`src/rtl/cpu_pkg.sv`:
```
// Shared pipeline encodings for the writeback stage and its forwarding logic.
package cpu_pkg;

  localparam int ZERO_REG = 31;

  typedef enum logic [1:0] {
    WB_ALU  = 2'b00,
    WB_MEM  = 2'b01,
    WB_LINK = 2'b10,
    WB_RSVD = 2'b11
  } wb_sel_t;

  typedef enum logic [1:0] {
    FWD_RF  = 2'b00,
    FWD_WB  = 2'b01,
    FWD_MEM = 2'b10
  } fwd_sel_t;

endpackage

```
`src/rtl/fwd_compare.sv`:
```
// Forwarding select for one EX source operand; MEM result beats WB result (younger).
module fwd_compare
  import cpu_pkg::*;
#(
  parameter int ADDR_W   = 5,
  parameter int ZERO_IDX = ZERO_REG
) (
  input  logic [ADDR_W-1:0] rs_i,
  input  logic              mem_valid_i,
  input  logic              mem_regwrite_i,
  input  logic [1:0]        mem_wbsel_i,
  input  logic [ADDR_W-1:0] mem_rd_i,
  input  logic              wb_regwrite_i,
  input  logic [ADDR_W-1:0] wb_rd_i,
  output logic [1:0]        fwd_o
);

  logic mem_hit;
  logic wb_hit;

  // Loads in MEM have no data yet; the hazard unit stalls instead of bypassing.
  assign mem_hit = mem_valid_i & mem_regwrite_i & (mem_rd_i == rs_i) &
                   (rs_i != ADDR_W'(ZERO_IDX)) & (mem_wbsel_i != WB_MEM);
  assign wb_hit  = wb_regwrite_i & (wb_rd_i == rs_i);

  always_comb begin
    fwd_o = FWD_RF;
    if (mem_hit) begin
      fwd_o = FWD_MEM;
    end else if (wb_hit) begin
      fwd_o = FWD_WB;
    end
  end

endmodule

```
`src/rtl/writeback_stage.sv`:
```
// MEM/WB pipeline register, writeback select, retire counter and EX forwarding selects.
module writeback_stage #(
  parameter int DATA_W   = 64,
  parameter int ADDR_W   = 5,
  parameter int ZERO_REG = cpu_pkg::ZERO_REG,
  parameter int CNT_W    = 32
) (
  input  logic              clk,
  input  logic              reset_n,
  input  logic              mem_valid,
  input  logic              mem_RegWrite,
  input  logic [1:0]        mem_WbSel,
  input  logic [ADDR_W-1:0] mem_Rd,
  input  logic [DATA_W-1:0] mem_ALUResult,
  input  logic [DATA_W-1:0] mem_ReadData,
  input  logic [DATA_W-1:0] mem_PCPlus4,
  input  logic              wb_stall,
  input  logic              wb_flush,
  input  logic [ADDR_W-1:0] ex_Rn,
  input  logic [ADDR_W-1:0] ex_Rm,
  output logic [DATA_W-1:0] WriteData,
  output logic [ADDR_W-1:0] WriteRegister,
  output logic              RegWrite,
  output logic [1:0]        fwdA,
  output logic [1:0]        fwdB,
  output logic [CNT_W-1:0]  retire_cnt
);
  import cpu_pkg::*;

  logic              valid_q, valid_d;
  logic              regwrite_q, regwrite_d;
  logic [ADDR_W-1:0] rd_q, rd_d;
  logic [DATA_W-1:0] data_q, data_d;
  logic [CNT_W-1:0]  cnt_q, cnt_d;
  logic [DATA_W-1:0] sel_data;
  logic [1:0]        fwd_a_raw, fwd_b_raw;

  always_comb begin
    case (wb_sel_t'(mem_WbSel))
      WB_MEM:  sel_data = mem_ReadData;
      WB_LINK: sel_data = mem_PCPlus4;
      default: sel_data = mem_ALUResult;
    endcase
  end

  assign RegWrite = valid_q & regwrite_q & (rd_q != ADDR_W'(ZERO_REG));

  always_comb begin
    valid_d    = valid_q;
    regwrite_d = regwrite_q;
    rd_d       = rd_q;
    data_d     = data_q;
    cnt_d      = cnt_q;
    if (!wb_stall) begin
      valid_d    = mem_valid;
      regwrite_d = mem_RegWrite;
      rd_d       = mem_Rd;
      data_d     = sel_data;
      if (RegWrite) begin
        cnt_d = cnt_q + CNT_W'(1);
      end
    end
    // Flush overrides stall so a killed instruction never lingers in WB.
    if (wb_flush) begin
      valid_d = 1'b0;
    end
  end

  always_ff @(posedge clk or negedge reset_n) begin
    if (!reset_n) begin
      valid_q    <= 1'b0;
      regwrite_q <= 1'b0;
      rd_q       <= '0;
      data_q     <= '0;
      cnt_q      <= '0;
    end else begin
      valid_q    <= valid_d;
      regwrite_q <= regwrite_d;
      rd_q       <= rd_d;
      data_q     <= data_d;
      cnt_q      <= cnt_d;
    end
  end

  assign WriteData     = data_q;
  assign WriteRegister = rd_q;
  assign retire_cnt    = cnt_q;

  fwd_compare #(.ADDR_W(ADDR_W), .ZERO_IDX(ZERO_REG)) u_fwd_a (
    .rs_i           (ex_Rn),
    .mem_valid_i    (mem_valid),
    .mem_regwrite_i (mem_RegWrite),
    .mem_wbsel_i    (mem_WbSel),
    .mem_rd_i       (mem_Rd),
    .wb_regwrite_i  (RegWrite),
    .wb_rd_i        (rd_q),
    .fwd_o          (fwd_a_raw)
  );

  fwd_compare #(.ADDR_W(ADDR_W), .ZERO_IDX(ZERO_REG)) u_fwd_b (
    .rs_i           (ex_Rm),
    .mem_valid_i    (mem_valid),
    .mem_regwrite_i (mem_RegWrite),
    .mem_wbsel_i    (mem_WbSel),
    .mem_rd_i       (mem_Rd),
    .wb_regwrite_i  (RegWrite),
    .wb_rd_i        (rd_q),
    .fwd_o          (fwd_b_raw)
  );

  // MEM-side inputs may still be live during reset; keep EX on the register file.
  assign fwdA = reset_n ? fwd_a_raw : FWD_RF;
  assign fwdB = reset_n ? fwd_b_raw : FWD_RF;

endmodule

```
`config.mk`:
```
export PLATFORM = sky130hd
export DESIGN_NAME = writeback_stage
export DESIGN_NICKNAME = d
export VERILOG_FILES = /design/src/rtl/cpu_pkg.sv /design/src/rtl/fwd_compare.sv /design/src/rtl/writeback_stage.sv
export SDC_FILE = /design/constraint.sdc
export NUM_CORES = 1
export LEC_CHECK = 0
export BUFFER_PORTS_ARGS = -buffer_cell sky130_fd_sc_hd__buf_2
export CAP_MARGIN = 20
export CORE_AREA = 2 2 126 128
export CTS_BUF_LIST = sky130_fd_sc_hd__clkbuf_8
export DETAILED_ROUTE_END_ITERATION = 12
export DIE_AREA = 0 0 128 130
export GPL_ROUTABILITY_DRIVEN = 1
export PLACE_DENSITY = 0.73
export SLEW_MARGIN = 20
export SYNTH_ARGS = -nofsm -noshare
export SYNTH_HDL_FRONTEND = slang
export SYNTH_SLANG_ARGS = --single-unit
```
`constraint.sdc`:
```
create_clock -name clk -period 1.9 [get_ports clk]
set_input_delay 0.19 -clock clk [delete_from_list [all_inputs] [get_ports clk]]
set_output_delay 0.19 -clock clk [all_outputs]
set_load 0.02 [all_outputs]
```
# == Word-level counts from Yosys, hierarchy flattened ==
# Cells that the tools add are included.
# totals
mem_count,0
input_bits,215
regBits,103
ramBits,0
out_inout_bits,106
latchBits,0
mem_bits_ro,0
# op_classes
n_div,0
shifts,0
muxes,9
n_addsub,1
n_eq_ne,11
reduce_logical,1
multipliers,0
magnitude_cmp,0
n_bitwise,12
# ops
op,count
64-bit one-hot mux with 2 select lines,1
"32-bit by 1-bit adder with 32-bit output, second input constant",1
5-bit == test,4
"5-bit != test, second input constant",3
1-bit bitwise AND,11
2-bit two-way mux,4
1-bit two-way mux,4
"2-bit by 1-bit != test with 1-bit output, second input constant",2
"2-bit by 1-bit == test with 1-bit output, second input constant",1
"2-bit == test, second input constant",1
2-bit AND reduction,1
1-bit NOT,1

# == Depth between registers and ports, before layout ==
# logic_depth
ltp_word,6
ltp_mapped,8
depth_no_buf,6

# == Hierarchy ==
# From an unflattened synthesis, not the netlist that was laid out.
# hier_totals
cells_unflattened,628
hier_area_um2,5604.1
# modules_own_cells
mod,area_each_um2,n_inst,cells_each
writeback_stage,5301.3,1,588
fwd_compare,151.4,2,20

# == Least setup slack after synthesis ==
# Ideal clock, no wire load.
# synth_timing
kind,register to register
from,"reg rd_q[4], in the netlist WriteRegister[4]"
to,"reg cnt_q[27], in the netlist retire_cnt[27]"
t_required_ps,1820
n_path_buf,1
slack_ps,-200
path_stages_with_launch,7
setup_ps,80
arrival_ps,2021
cell_sequence,dfrtp_1 > and4_4 > a21o_1 > buf_6 > or4_4 > nor4_1 > xor2_1
# synth_between
elab_chain_len,3
# synth_rtl
element,line,source
from (decl),writeback_stage.sv:32,"logic [ADDR_W-1:0] rd_q, rd_d;"
from (signal assigned),writeback_stage.sv:79,rd_q <= rd_d;
5-bit != test,writeback_stage.sv:46,assign RegWrite = valid_q & regwrite_q & (rd_q != ADDR_W'(ZERO_REG));
1-bit bitwise AND,writeback_stage.sv:46,
2-bit AND reduction (no source line),-,
to (signal assigned),writeback_stage.sv:81,cnt_q <= cnt_d;
to (decl),writeback_stage.sv:34,"logic [CNT_W-1:0] cnt_q, cnt_d;"
# No other way between the ends.
# A chain may end at the register's enable or synchronous reset.

# == Worst setup path in the final report ==
# layout_timing
from,in mem_WbSel[1]
to,out fwdB[1]
# layout_between
elab_chain_len,4
# layout_rtl
element,line,source
from (decl),writeback_stage.sv:12,"input logic [1:0] mem_WbSel,"
2-bit by 1-bit != test with 1-bit output,fwd_compare.sv:23,(rs_i != ADDR_W'(ZERO_IDX)) & (mem_wbsel_i != WB_MEM);
1-bit bitwise AND,fwd_compare.sv:23,
2-bit two-way mux,fwd_compare.sv:28,if (mem_hit) begin
2-bit two-way mux,writeback_stage.sv:113,assign fwdB = reset_n ? fwd_b_raw : FWD_RF;
to (decl),writeback_stage.sv:25,"output logic [1:0] fwdB,"
# No other way between the ends.

==> key figures <==
Placement
  • Placement Cell Area: between 7000 and 8000 um^2
  • GPL Wtd Cong: roughly 0.85
  • DP Worst Slack: between 0.04 and 0.05 ns
  • Post-DP HPWL: roughly 14 mm
  • IO Port Bufs: between 300 and 400

Synth
  • Largest family of logic cells by synthesized area: compound AO/OA/AOI/OAI gates
  • Synth Instances: a little over 600
  • Post-synth EDFFs: 0
  • Post-Synth Adder-Cell Area: 0.00692
  • Asr flop ratio synth: 1.00
  • Syn_nets: roughly 840
  • Compound-Gate Fraction of Synth Area: 0.211
  • Post-Syn Area: between 5000 and 6000 um^2
  • Top post-synthesis cells by area: dfrtp_1 47%, a22oi_1 8.9%, o21ai_0 6.1%
  • Simple-gate portion of the synthesized area: 0.177
  • Synth Warn #: 0
  • Yosys top cell by area: dfrtp_1
  • Synth top area share: 0.475
  • Post-synthesis sequential area ratio: 0.475
  • Post-synthesis cell type count: 35
  • FF+latch count, synth: 103
  • Post-synthesis mux area share: 0.0164
  • Syn Area/Cell: about 9 um^2
  • XOR/XNOR Fraction of Synth Area: 0.0791
  • Main synth FF type: dfrtp_1

Route
  • Vias: slightly below 6000
  • Initial drt markers: 342
  • # DRC: 0
  • Via density: 5.10
  • DR pass1 iterations: 5
  • Routed len/inst: ~16 um
  • Antenna viol nets, final: 0
  • Wirelength, routed: roughly 18 mm

GRT
  • Initial antenna violation count: 2
  • Largest net degree at the start of global routing: just over 70
  • First-pass GRT wire length: around 28 mm
  • GRT Util Overall: 0.210
  • Congestion Overflow GR: 0
  • Vias in the first global route: around 5500

Finish
  • Util after Layout: 0.507
  • Layout cell share with drive strength beyond 1: 0.431
  • N_diodes: 0
  • Syn-to-layout area delta: 44.1%
  • Final Cell Area: 7820 um^2
  • # fillers: ~1500
  • Post-layout net count: around 1200

STA
  • Worst-margin pin slew: 0.712 ns
  • Skew final: between 0.003 and 0.004 ns
  • Hold Slack: around 0.084 ns
  • Max-slew violation count: 0
  • RSZ-0062 raised after global routing: yes
  • Final setup fails: 5
  • Final Critical Period: between 1.5 and 2 ns
  • Max_slew headroom: 0.525
  • Final WS setup: -0.0725 ns
  • Period utilisation layout: 1.04
  • Fmax: between 500 and 600 MHz
  • Final count of hold timing violations: 0

Setup path
  • WP data arrival: around 1.8 ns
  • Setup crit end kind: output pin
  • Critical path data required time: between 1.5 and 2 ns
  • Worst setup SP type: input pin
  • Critical Setup Path Class: input pin to output pin
  • CP Max Fanout: 2

Die
  • Core Box Area: about 15000 um^2
  • Die width: between 100 and 150 um
  • Die H: around 130 um
  • Initial Utilization: 0.352
  • I/O pin count: roughly 320
  • # rows: 46
  • Die area: between 15000 and 20000 um^2

Clock network
  • Clk Latency, worst-skew pair: around 0.37 ns
  • CTS tree: yes
  • CTS Buffer Depth: 2
  • CTS Buf Count: 9
  • Clock sinks: about 100
  • Root buffer cell: clkbuf_8
  • Htree depth: 3
  • Clk slew on worst S/H paths: around 0.11 ns

Worst hold path
  • Hold Path Class: input pin to flip-flop

Pwr
  • PD cells: between 700 and 800 nW/um^2
  • Peak VDD IR: roughly 0.00053 V
  • Leakage: 0.00400 uW

Flow run
  • Max_cap viols: 0

Run status
  • Failing checks: negative setup slack
  • Status: finished, violations left
==> cells by family after synthesis <==
kind of cell	Yosys count
multiplexers	8
AND/OR/NAND/NOR	213
AO/OA/AOI/OAI	196
buffers and inverters	48
XOR/XNOR	49
flip-flops	103
adder cells (fa/ha/maj)	3
==> worst max-delay path: stages <==
cell,delay [ns]
buf_2,0.13
inv_1,0.05
ha_2,0.21
nand3b_1,0.19
nor4b_1,0.63
and2_1,0.23
buf_2,0.16
==> area by class of cell <==
class	instances	area (um^2)	share of cell area
Tap cell	192	240	0.0307
Sequential cell	103	2580	0.330
Timing Repair Buffer	360	1970	0.252
Multi-Input combinational cell	469	2800	0.358
Clock buffer	11	151	0.0194
Inverter	3	13.8	0.00176
Clock inverter	5	56.3	0.00720
==> stage by stage <==
step	TNS (ns)	cells	total power [uW]
after floorplan	-0.597	620	3390
after global placement	0	1118	4090
final	-0.202	1143	5590
after global routing	-0.843	1143	5920
after detailed placement	0	1118	4120
after CTS	-0.127	1140	5630
==> where the power goes <==
part | internal, uW | switching (uW)
Clock | 683 | 784
Combinational | 638 | 921
Sequential | 2410 | 155
Total | 3730 | 1860
==> state kept, by name, indices dropped and copies added, names as in the netlist <==
register / flops
regwrite_q: 1
valid_q: 1
retire_cnt: 32
WriteRegister: 5
WriteData: 64
==> synth_stat cells (3+ instances only) <==
cell type and n:
a21oi_1 64, a22oi_1 64, and2_1 3, and3_1 4, buf_1 11, clkbuf_1 33
dfrtp_1 103, ha_1 3, inv_1 3, mux2_2 7, nand2_1 80, nand3_1 18
nand4_1 10, nor2_1 71, nor3_1 8, nor4_1 3, o21ai_0 66, xnor2_1 31
xor2_1 18
==> path summary, 6_finish.rpt <==
kind,start,endpoint,slack [ns],cells past startpoint
setup / recovery,mem_WbSel[1],fwdB[1],-0.07,7
hold / removal,mem_ALUResult[50],WriteData[50]$_DFFE_PN0N_,0.08,3
setup reg to reg,WriteRegister[4]$_DFFE_PN0N_,retire_cnt[27]$_DFFE_PN0P_,-0.04,6
hold reg to reg,retire_cnt[31]$_DFFE_PN0P_,retire_cnt[31]$_DFFE_PN0P_,0.47,1
max in group asynchronous,reset_n,retire_cnt[0]$_DFFE_PN0P_,0.84,3
min in group asynchronous,reset_n,regwrite_q$_DFFE_PN0N_,0.50,3
==> cell usage in the layout (no fill, tap or decap), types with 2 or more instances in the layout <==
| cell | n |
|---|---|
| buf_2 | 316 |
| dfrtp_1 | 99 |
| nand2_1 | 78 |
| nor2_1 | 71 |
| o21ai_0 | 66 |
| a22oi_1 | 64 |
| a21oi_1 | 64 |
| buf_4 | 34 |
| xnor2_1 | 30 |
| nand3_1 | 18 |
| xor2_1 | 18 |
| clkbuf_8 | 11 |
| nand4_1 | 10 |
| mux2_2 | 7 |
| buf_6 | 5 |
| dfrtp_2 | 4 |
| nor3_2 | 4 |
| and3_1 | 4 |
| inv_1 | 3 |
| and2_1 | 3 |
| nor4_4 | 3 |
| buf_12 | 3 |
| nand3b_1 | 2 |
| nor3_4 | 2 |
| nor3_1 | 2 |
| and3_2 | 2 |
| ha_2 | 2 |
| dlygate4sd3_1 | 2 |
==> per-layer routing <==
metal  GRT usage  wire length (um)  up-vias
li1            -                 -     2840
met2       0.343              8750      240
met3      0.0672              1380       31
met4      0.0588               288        4
met1       0.271              7690     2717
met5           0                24        -
==> timing repair <==
action                                 in CTS  in global routing
cloned                                      0                  1
pin swaps                                   9                 10
setup endpoints to repair                   2                 20
gates resized for setup                    10                 18
hold buffers                                2                  0
endpoints found under the hold margin      97                  0
buffers inserted                            4                  2
No activity file was read; power rests on OpenSTA's default activity.
